==> src/rtl/fxp_sumsq_acc.sv <==
// fxp_sumsq_acc
// Frame-based sum-of-squares accumulator for signed fixed-point samples.
// Each sample is squared in a registered first stage. The squares are
// accumulated until i_last closes the frame. The frame total is then
// reduced to WOI.WOF format (rounded or truncated), saturated to the
// largest non-negative value, and presented with a one-cycle o_valid pulse.
//
// Ports:
//   clk      - rising-edge clock
//   rst      - asynchronous active-low reset
//   i_valid  - in / i_last valid this cycle
//   i_last   - sample closes the current frame (ignored when i_valid=0)
//   in       - signed WII.WIF sample
//   o_valid  - one-cycle pulse, new frame result on out / overflow
//   out      - frame sum of squares, WOI.WOF, MSB always 0
//   overflow - result was saturated
module fxp_sumsq_acc #(
  parameter int WII   = 8,
  parameter int WIF   = 8,
  parameter int WOI   = 9,
  parameter int WOF   = 10,
  parameter int LENW  = 8,
  parameter int ROUND = 1
) (
  input  logic                 clk,
  input  logic                 rst,
  input  logic                 i_valid,
  input  logic                 i_last,
  input  logic [WII+WIF-1:0]   in,
  output logic                 o_valid,
  output logic [WOI+WOF-1:0]   out,
  output logic                 overflow
);

  localparam int WIN  = WII + WIF;
  localparam int WSQ  = 2 * WIN;
  localparam int WACC = WSQ + LENW;
  localparam int WOUT = WOI + WOF;
  localparam int SHR  = (WOF >= 2 * WIF) ? 0 : 2 * WIF - WOF;
  localparam int SHL  = (WOF >= 2 * WIF) ? WOF - 2 * WIF : 0;
  localparam int WCVA = WACC + SHL + 1;
  localparam int WCV  = (WCVA > WOUT + 1) ? WCVA : WOUT + 1;
  localparam logic [WCV-1:0] MAX_CV = (WCV'(1) << (WOUT - 1)) - WCV'(1);

  logic             sq_v_q, sq_v_d;
  logic             sq_last_q, sq_last_d;
  logic [WSQ-1:0]   sq_r_q, sq_r_d;
  logic [WACC-1:0]  acc_q, acc_d;
  logic             acc_sat_q, acc_sat_d;
  logic             o_valid_q, o_valid_d;
  logic [WOUT-1:0]  out_q, out_d;
  logic             ovf_q, ovf_d;

  logic [WIN-1:0]   mag;
  logic [WACC:0]    sum_ext;
  logic             carry;
  logic [WACC-1:0]  sum;
  logic [WCV-1:0]   cv;
  logic             cv_ovf;

  // Squaring the magnitude keeps the most negative input exact:
  // its magnitude 2^(WIN-1) still fits in WIN unsigned bits.
  always_comb begin
    mag = in[WIN-1] ? (~in + WIN'(1)) : in;
  end

  always_comb begin
    sum_ext = {1'b0, acc_q} + (WACC + 1)'(sq_r_q);
    carry   = sum_ext[WACC];
    sum     = carry ? '1 : sum_ext[WACC-1:0];
  end

  // Fraction reduction; the rounding carry is added before the range check.
  if (SHR > 0) begin : g_shr
    always_comb begin
      cv = WCV'(sum >> SHR);
      if (ROUND != 0) begin
        cv = cv + WCV'(sum[SHR-1]);
      end
    end
  end else begin : g_shl
    always_comb begin
      cv = WCV'(sum) << SHL;
    end
  end

  always_comb begin
    cv_ovf = acc_sat_q | carry | (cv > MAX_CV);
  end

  always_comb begin
    sq_v_d    = i_valid;
    sq_last_d = i_valid & i_last;
    sq_r_d    = WSQ'(mag) * WSQ'(mag);
    acc_d     = acc_q;
    acc_sat_d = acc_sat_q;
    o_valid_d = 1'b0;
    out_d     = out_q;
    ovf_d     = ovf_q;
    if (sq_v_q) begin
      if (!sq_last_q) begin
        acc_d     = sum;
        acc_sat_d = acc_sat_q | carry;
      end else begin
        // Clearing on the edge that consumes the last square lets the next
        // frame's first square land on a zero accumulator one edge later.
        acc_d     = '0;
        acc_sat_d = 1'b0;
        o_valid_d = 1'b1;
        out_d     = cv_ovf ? MAX_CV[WOUT-1:0] : cv[WOUT-1:0];
        ovf_d     = cv_ovf;
      end
    end
  end

  always_ff @(posedge clk or negedge rst) begin
    if (!rst) begin
      sq_v_q    <= 1'b0;
      sq_last_q <= 1'b0;
      sq_r_q    <= '0;
      acc_q     <= '0;
      acc_sat_q <= 1'b0;
      o_valid_q <= 1'b0;
      out_q     <= '0;
      ovf_q     <= 1'b0;
    end else begin
      sq_v_q    <= sq_v_d;
      sq_last_q <= sq_last_d;
      sq_r_q    <= sq_r_d;
      acc_q     <= acc_d;
      acc_sat_q <= acc_sat_d;
      o_valid_q <= o_valid_d;
      out_q     <= out_d;
      ovf_q     <= ovf_d;
    end
  end

  assign o_valid  = o_valid_q;
  assign out      = out_q;
  assign overflow = ovf_q;

endmodule

==> config.mk <==
export PLATFORM = sky130hd
export DESIGN_NAME = fxp_sumsq_acc
export DESIGN_NICKNAME = d
export VERILOG_FILES = /design/src/rtl/fxp_sumsq_acc.sv
export SDC_FILE = /design/constraint.sdc
export NUM_CORES = 1
export LEC_CHECK = 0
export CORE_MARGIN = 2
export CORE_UTILIZATION = 50
export CTS_CLUSTER_SIZE = 40
export DETAILED_ROUTE_END_ITERATION = 7
export PLACE_DENSITY = 0.67
export SYNTH_ARGS = -nofsm -noshare
export SYNTH_HDL_FRONTEND = slang
export SYNTH_SLANG_ARGS = --single-unit
==> constraint.sdc <==
create_clock -name clk -period 14.23 [get_ports clk]
set_clock_uncertainty 0.2 [all_clocks]
set_input_delay 2.1345 -clock clk [delete_from_list [all_inputs] [get_ports clk]]
set_output_delay 2.1345 -clock clk [all_outputs]
set_load 0.02 [all_outputs]
==> out/metrics.cfg, run 1 <==
[synth]
synth_edf_count = 0
synth_ff_type = dfrtp_1
yosys.area_share.adder_pct = 36.4
yosys_warnings = 0
syn_avg_cell_area_um2 = 8.97
ys_seq_area_share_pct = 17.4
synth_compound_area_share_pct = 16.2
synth_simple_gate_area_share_pct = 15.0
async_flop_share_pct = 100
synthCells = 1521
synthMuxAreaShare_pct = 0.926
synth_top_family_by_area = adder cells
yosys.area_share.xor_xnor_pct = 5.39
ys_seq_elements = 95
yosys.cell_types.count = 97
netlist_area_mm2 = 0.0136

[cells_and_area]
syn_to_final_growth_pct = 7.71
nNetsFinal = 1870
final_common_cell = inv_1
fillers = 2474
drive_gt1_share_pct = 5.72
diodes = 0
layout_common_cells = inv_1 (252), fa_1 (165), nor2_1 (155)

[drt]
wl_met1_um = 14900
wl_per_cell_um = 16.6
route.met3.wl_um = 929
drtIter0Drc = 497
drt-pass1-iter-count = 5
avgViaCountPerCell = 5.47
highest_layer = met4
drc = 0
ant_nets = 0
via_count = 10400
wl_met2_um = 14800
drt-total-wl_um = 31500

[setup_path]
cp_slowest_cell = clkdlybuf4s50_1
critPathKind = input port to flip-flop
required_ns = 14.29
critical_path.max_fanout = 17
max_stage_delay_ns = 0.63
critPathArrivalTime_ns = 11.84
cp-start-kind = input port
crit_path_frequent_cell = fa_1
critPathCaptureType = flip-flop

[die]
die_h_um = 169
core_area_mm2 = 0.0269
start_util_pct = 50.8
num_rows = 60
fp.dieW_um = 169
die_area_mm2 = 0.0286
pin_count = 41

[global_route]
grt_pass1_wl_um = 52900
grt_overflow = 0
antenna_found_initial = 0
grt_max_degree = 53
grt_pass1_vias = 10600
grt_usage_pct = 22.8

[run]
drv_cap = 0

[clocking]
cts_num_sinks = 95
cts-htree-levels = 3
cts.clk_slew.worst_paths_ns = 0.06
clock_latency_ns = 0.35
post_cts_buffers = 0
ctsHoldBuffers = 0
post_cts_resized = 0
cts_tree = done
cts_buffers = 9
cts_root_buf = clkbuf_16
clockBufferDepth = 2

[timing]
setup_viol = 0
final_max_slew_viol_count = 0
tns_ns = 0
max_slew_margin_pct = 33.2
rsz0062_at_grt = false
fmax_ghz = 0.0849
finalCriticalPeriod_ns = 11.78
tightest_slew_ns = 0.998
period_share_pct = 82.8
hold_viol = 0

[placement]
io_buffer_count = 40
hpwl_um = 25900
place_congestion = 0.899

[run_status]
run_status = complete, no violations

[min_path]
hold_path.class = flip-flop to flip-flop

-- path summary, 6_finish.rpt --
check                                           start                    end  slack [ns]  depth (start not counted)
worst min-delay path            acc_q[12]$_DFFE_PN0P_  acc_q[12]$_DFFE_PN0P_        0.29                          2
worst max-delay path                            in[0]   sq_r_q[31]$_DFF_PN0_        2.45                         32
min in group asynchronous                         rst  acc_q[34]$_DFFE_PN0P_        1.59                          1
worst min register to register  acc_q[12]$_DFFE_PN0P_  acc_q[12]$_DFFE_PN0P_        0.29                          2
max in group asynchronous                         rst    sq_r_q[0]$_DFF_PN0_       11.21                          2
worst max register to register  acc_q[14]$_DFFE_PN0P_     out[3]$_DFFE_PN0P_        7.92                         17
-- logic make-up after synthesis --
group / after synthesis
DFF: 95
other: 2
and+or+nand+nor: 434
AOI/OAI and AO/OA: 290
buffers and inverters: 306
muxes: 12
adders and majority gates: 298
xor gates and xnor gates: 84
-- routing by layer --
metal | GRT usage [%] | vias to the layer above
li1 | - | 5081
met1 | 31.8 | 5060
met2 | 38.3 | 201
met3 | 1.31 | 45
met4 | 7.13 | 0
met5 | 0 | -
-- cell type report --
class / count / area, um2 / area share (%)
inverter: 262 / 983 / 6.69
clock inverter: 4 / 31.3 / 0.213
sequential: 95 / 2380 / 16.2
tap: 341 / 427 / 2.90
timing repair buffer: 54 / 503 / 3.42
multi-input combinational: 1130 / 10100 / 68.9
clock buffer: 12 / 246 / 1.68
-- cell usage after synthesis, types with 10 or more instances --
master | number | area share (%)
clkbuf_1 | 33 | 0.91
o21ai_0 | 37 | 1.4
xor2_1 | 34 | 2.2
xnor2_1 | 50 | 3.2
o21ai_1 | 11 | 0.40
o2bb2ai_1 | 17 | 1.1
dfrtp_1 | 95 | 17
nand2_1 | 138 | 3.8
a21oi_1 | 69 | 2.5
a41oi_1 | 10 | 0.64
fa_1 | 165 | 24
nor3_1 | 15 | 0.55
ha_1 | 133 | 12
and3_1 | 17 | 0.78
inv_1 | 252 | 6.9
and2_1 | 10 | 0.46
nand3_1 | 27 | 0.99
o31ai_1 | 14 | 0.77
nor2_1 | 155 | 4.3
a21o_1 | 25 | 1.4
-- registers in the layout (all words and copies together), names as in the netlist --
name	flops
acc_q	40
sq_r_q	31
sq_last_q	1
sq_v_q	1
overflow	1
out	19
o_valid	1
acc_sat_q	1
-- critical path: cells and delay by family --
kind | cells | cell delay [ns]
adders and majority gates | 8 | 3.84
AOI/OAI and AO/OA | 11 | 2.61
buffers and inverters | 6 | 1.71
xor gates and xnor gates | 2 | 0.73
and+or+nand+nor | 5 | 0.80
-- stage by stage --
stage | instance area, um2 | utilization (%) | std cells | worst slack [ns] | hold slack [ns]
after detailed placement | 14400 | 53.7 | 1882 | 2.16 | 0.277
after CTS | 14700 | 54.7 | 1898 | 2.50 | 0.294
after floorplan | 13700 | - | 1531 | 3.70 | 0.256
after global routing | 14700 | 54.7 | 1898 | 1.77 | 0.308
final | 14700 | 54.7 | 1898 | 2.45 | 0.290
after global placement | 14400 | 53.7 | 1882 | 2.50 | 0.268
Power of run 1 is left out: the tool's default activity adds up to more than one toggle a clock period on the data nets, which glitch-free logic cannot reach.
==> inputs of run 2 (changes only) <==
- PLACE_DENSITY: 0.67 -> 0.7
- clock period: 14.23 -> 9.9 ns (I/O delays scaled with it)
==> out/metrics.cfg, run 2 (synthesis gave the netlist of run 1 again) <==
[run_status]
run_status = complete, no violations

[drt]
ant_nets = 0
drt-total-wl_um = 31900
via_count = 10700
drtIter0Drc = 576
avgViaCountPerCell = 5.54
drt-pass1-iter-count = 5
wl_per_cell_um = 16.6
drc = 0

[timing]
period_share_pct = 95.0
hold_viol = 0
max_slew_margin_pct = 31.2
final_max_slew_viol_count = 0
finalCriticalPeriod_ns = 9.41
setup_viol = 0
tightest_slew_ns = 1.03
rsz0062_at_grt = false
fmax_ghz = 0.106
tns_ns = 0

[cells_and_area]
layout_common_cells = inv_1 (251), fa_1 (165), nor2_1 (155)
nNetsFinal = 1901
syn_to_final_growth_pct = 9.95
diodes = 0
final_common_cell = inv_1
fillers = 2445
largest_register_ffs = 40
top_register = acc_q
drive_gt1_share_pct = 7.75

[setup_path]
rr_startpoint = acc_q[14]$_DFFE_PN0P_
critPathArrivalTime_ns = 9.47
cp-startpoint = in[4]
crit_path_frequent_cell = fa_1
required_ns = 9.97
critPathCaptureType = flip-flop
cp-start-kind = input port
timing.rr.end = out[4]$_DFFE_PN0P_
rrSetupSlack_ns = 3.52
path_depth = 31
cp.buffers_inverters = 6
critPathKind = input port to flip-flop
r2r_cells = 17
max_stage_delay_ns = 0.55
endpoint = sq_r_q[29]$_DFF_PN0_
cp_slowest_cell = fa_1
critical_path.max_fanout = 5
path_delay_family = adder cells

[clocking]
cts_num_sinks = 95
clockBufferDepth = 2
cts.clk_slew.worst_paths_ns = 0.06
cts_tree = done
cts-htree-levels = 3
cts_buffers = 9
clock_latency_ns = 0.35
ctsHoldBuffers = 0
cts_root_buf = clkbuf_16

[die]
fp.dieW_um = 169
die_area_mm2 = 0.0286
start_util_pct = 50.8
core_area_mm2 = 0.0269
die_h_um = 169
num_rows = 60
pin_count = 41

[global_route]
grt_max_degree = 84
grt_pass1_vias = 10700
antenna_found_initial = 0
grt_overflow = 0
grt_usage_pct = 23.1
grt_pass1_wl_um = 53400

[placement]
hpwl_um = 26100
place_congestion = 0.921
io_buffer_count = 40

[min_path]
hold_path.class = flip-flop to flip-flop

[run]
drv_cap = 0

## run 2: cell count changes in the layout (fill, tap and decap cells not counted), sizes merged
cell,previous run,this run
clkbuf,12,11
buf,15,46
bufinv,0,3
clkinvlp,3,0
## run 2: per-layer routing
metal / global-route usage [%] / vias up / wire [um] / share of wire (%)
met1: 31.7 / 5234 / 14400 / 45
met5: 0 / - / 0 / 0
met3: 1.89 / 47 / 1250 / 3.9
met2: 39.3 / 251 / 15500 / 49
met4: 6.54 / 0 / 804 / 2.5
li1: - / 5144 / - / -
## run 2: worst min path at each step
stage                                     start                    end  slack [ns]  cells past startpoint
after floorplan            acc_q[0]$_DFFE_PN0P_   acc_q[0]$_DFFE_PN0P_        0.26                      2
after global placement    acc_q[26]$_DFFE_PN0P_  acc_q[26]$_DFFE_PN0P_        0.27                      2
after detailed placement   acc_q[0]$_DFFE_PN0P_   acc_q[0]$_DFFE_PN0P_        0.28                      2
after CTS                  acc_q[0]$_DFFE_PN0P_   acc_q[0]$_DFFE_PN0P_        0.29                      2
after global routing      acc_q[11]$_DFFE_PN0P_  acc_q[11]$_DFFE_PN0P_        0.31                      2
final                     acc_q[13]$_DFFE_PN0P_  acc_q[13]$_DFFE_PN0P_        0.29                      2
## run 2: layout make-up
class                           count  area [um2]  area share [%]
Multi-Input combinational cell   1130       10200            67.7
Sequential cell                    95        2380            15.8
Inverter                          262         983            6.55
Timing Repair Buffer               85         736            4.90
Tap cell                          341         427            2.84
Clock buffer                       11         233            1.55
Clock inverter                      4        95.1           0.634
## run 2: through the flow
stage / setup WS (ns) / hold WS [ns] / instances / utilization, % / instance area (um2)
floorplan: 0.0149 / 0.256 / 1531 / - / 13700
global placement: 0.0920 / 0.267 / 1912 / 54.5 / 14600
global route: 0.0217 / 0.310 / 1928 / 55.8 / 15000
detailed placement: -0.106 / 0.276 / 1912 / 54.5 / 14600
CTS: 0.244 / 0.291 / 1927 / 55.7 / 15000
finish: 0.494 / 0.286 / 1928 / 55.8 / 15000
## run 2: worst register-to-register path, cell delays in order, from the launching register on
cell and delay [ns]:
dfrtp_1 0.41, ha_1 0.42, nand4_1 0.16, nor2_1 0.23, nand2_1 0.13, a2111oi_4 0.47
o21ai_2 0.15, a211o_1 0.41, nand2_1 0.15, ha_1 0.48, inv_1 0.24, a2111oi_0 0.72
a31o_1 0.28, nand3_2 0.18, nor4_2 0.35, a2111oi_4 0.09, a211oi_4 0.84, a41oi_1 0.26
## run 2: repair_timing
| item | in CTS | in global routing |
|---|---|---|
| resized for setup | 0 | 5 |
| endpoints found under the setup margin | 0 | 2 |
| setup buffers | 0 | 1 |
Power of run 2 is left out for the same reason.
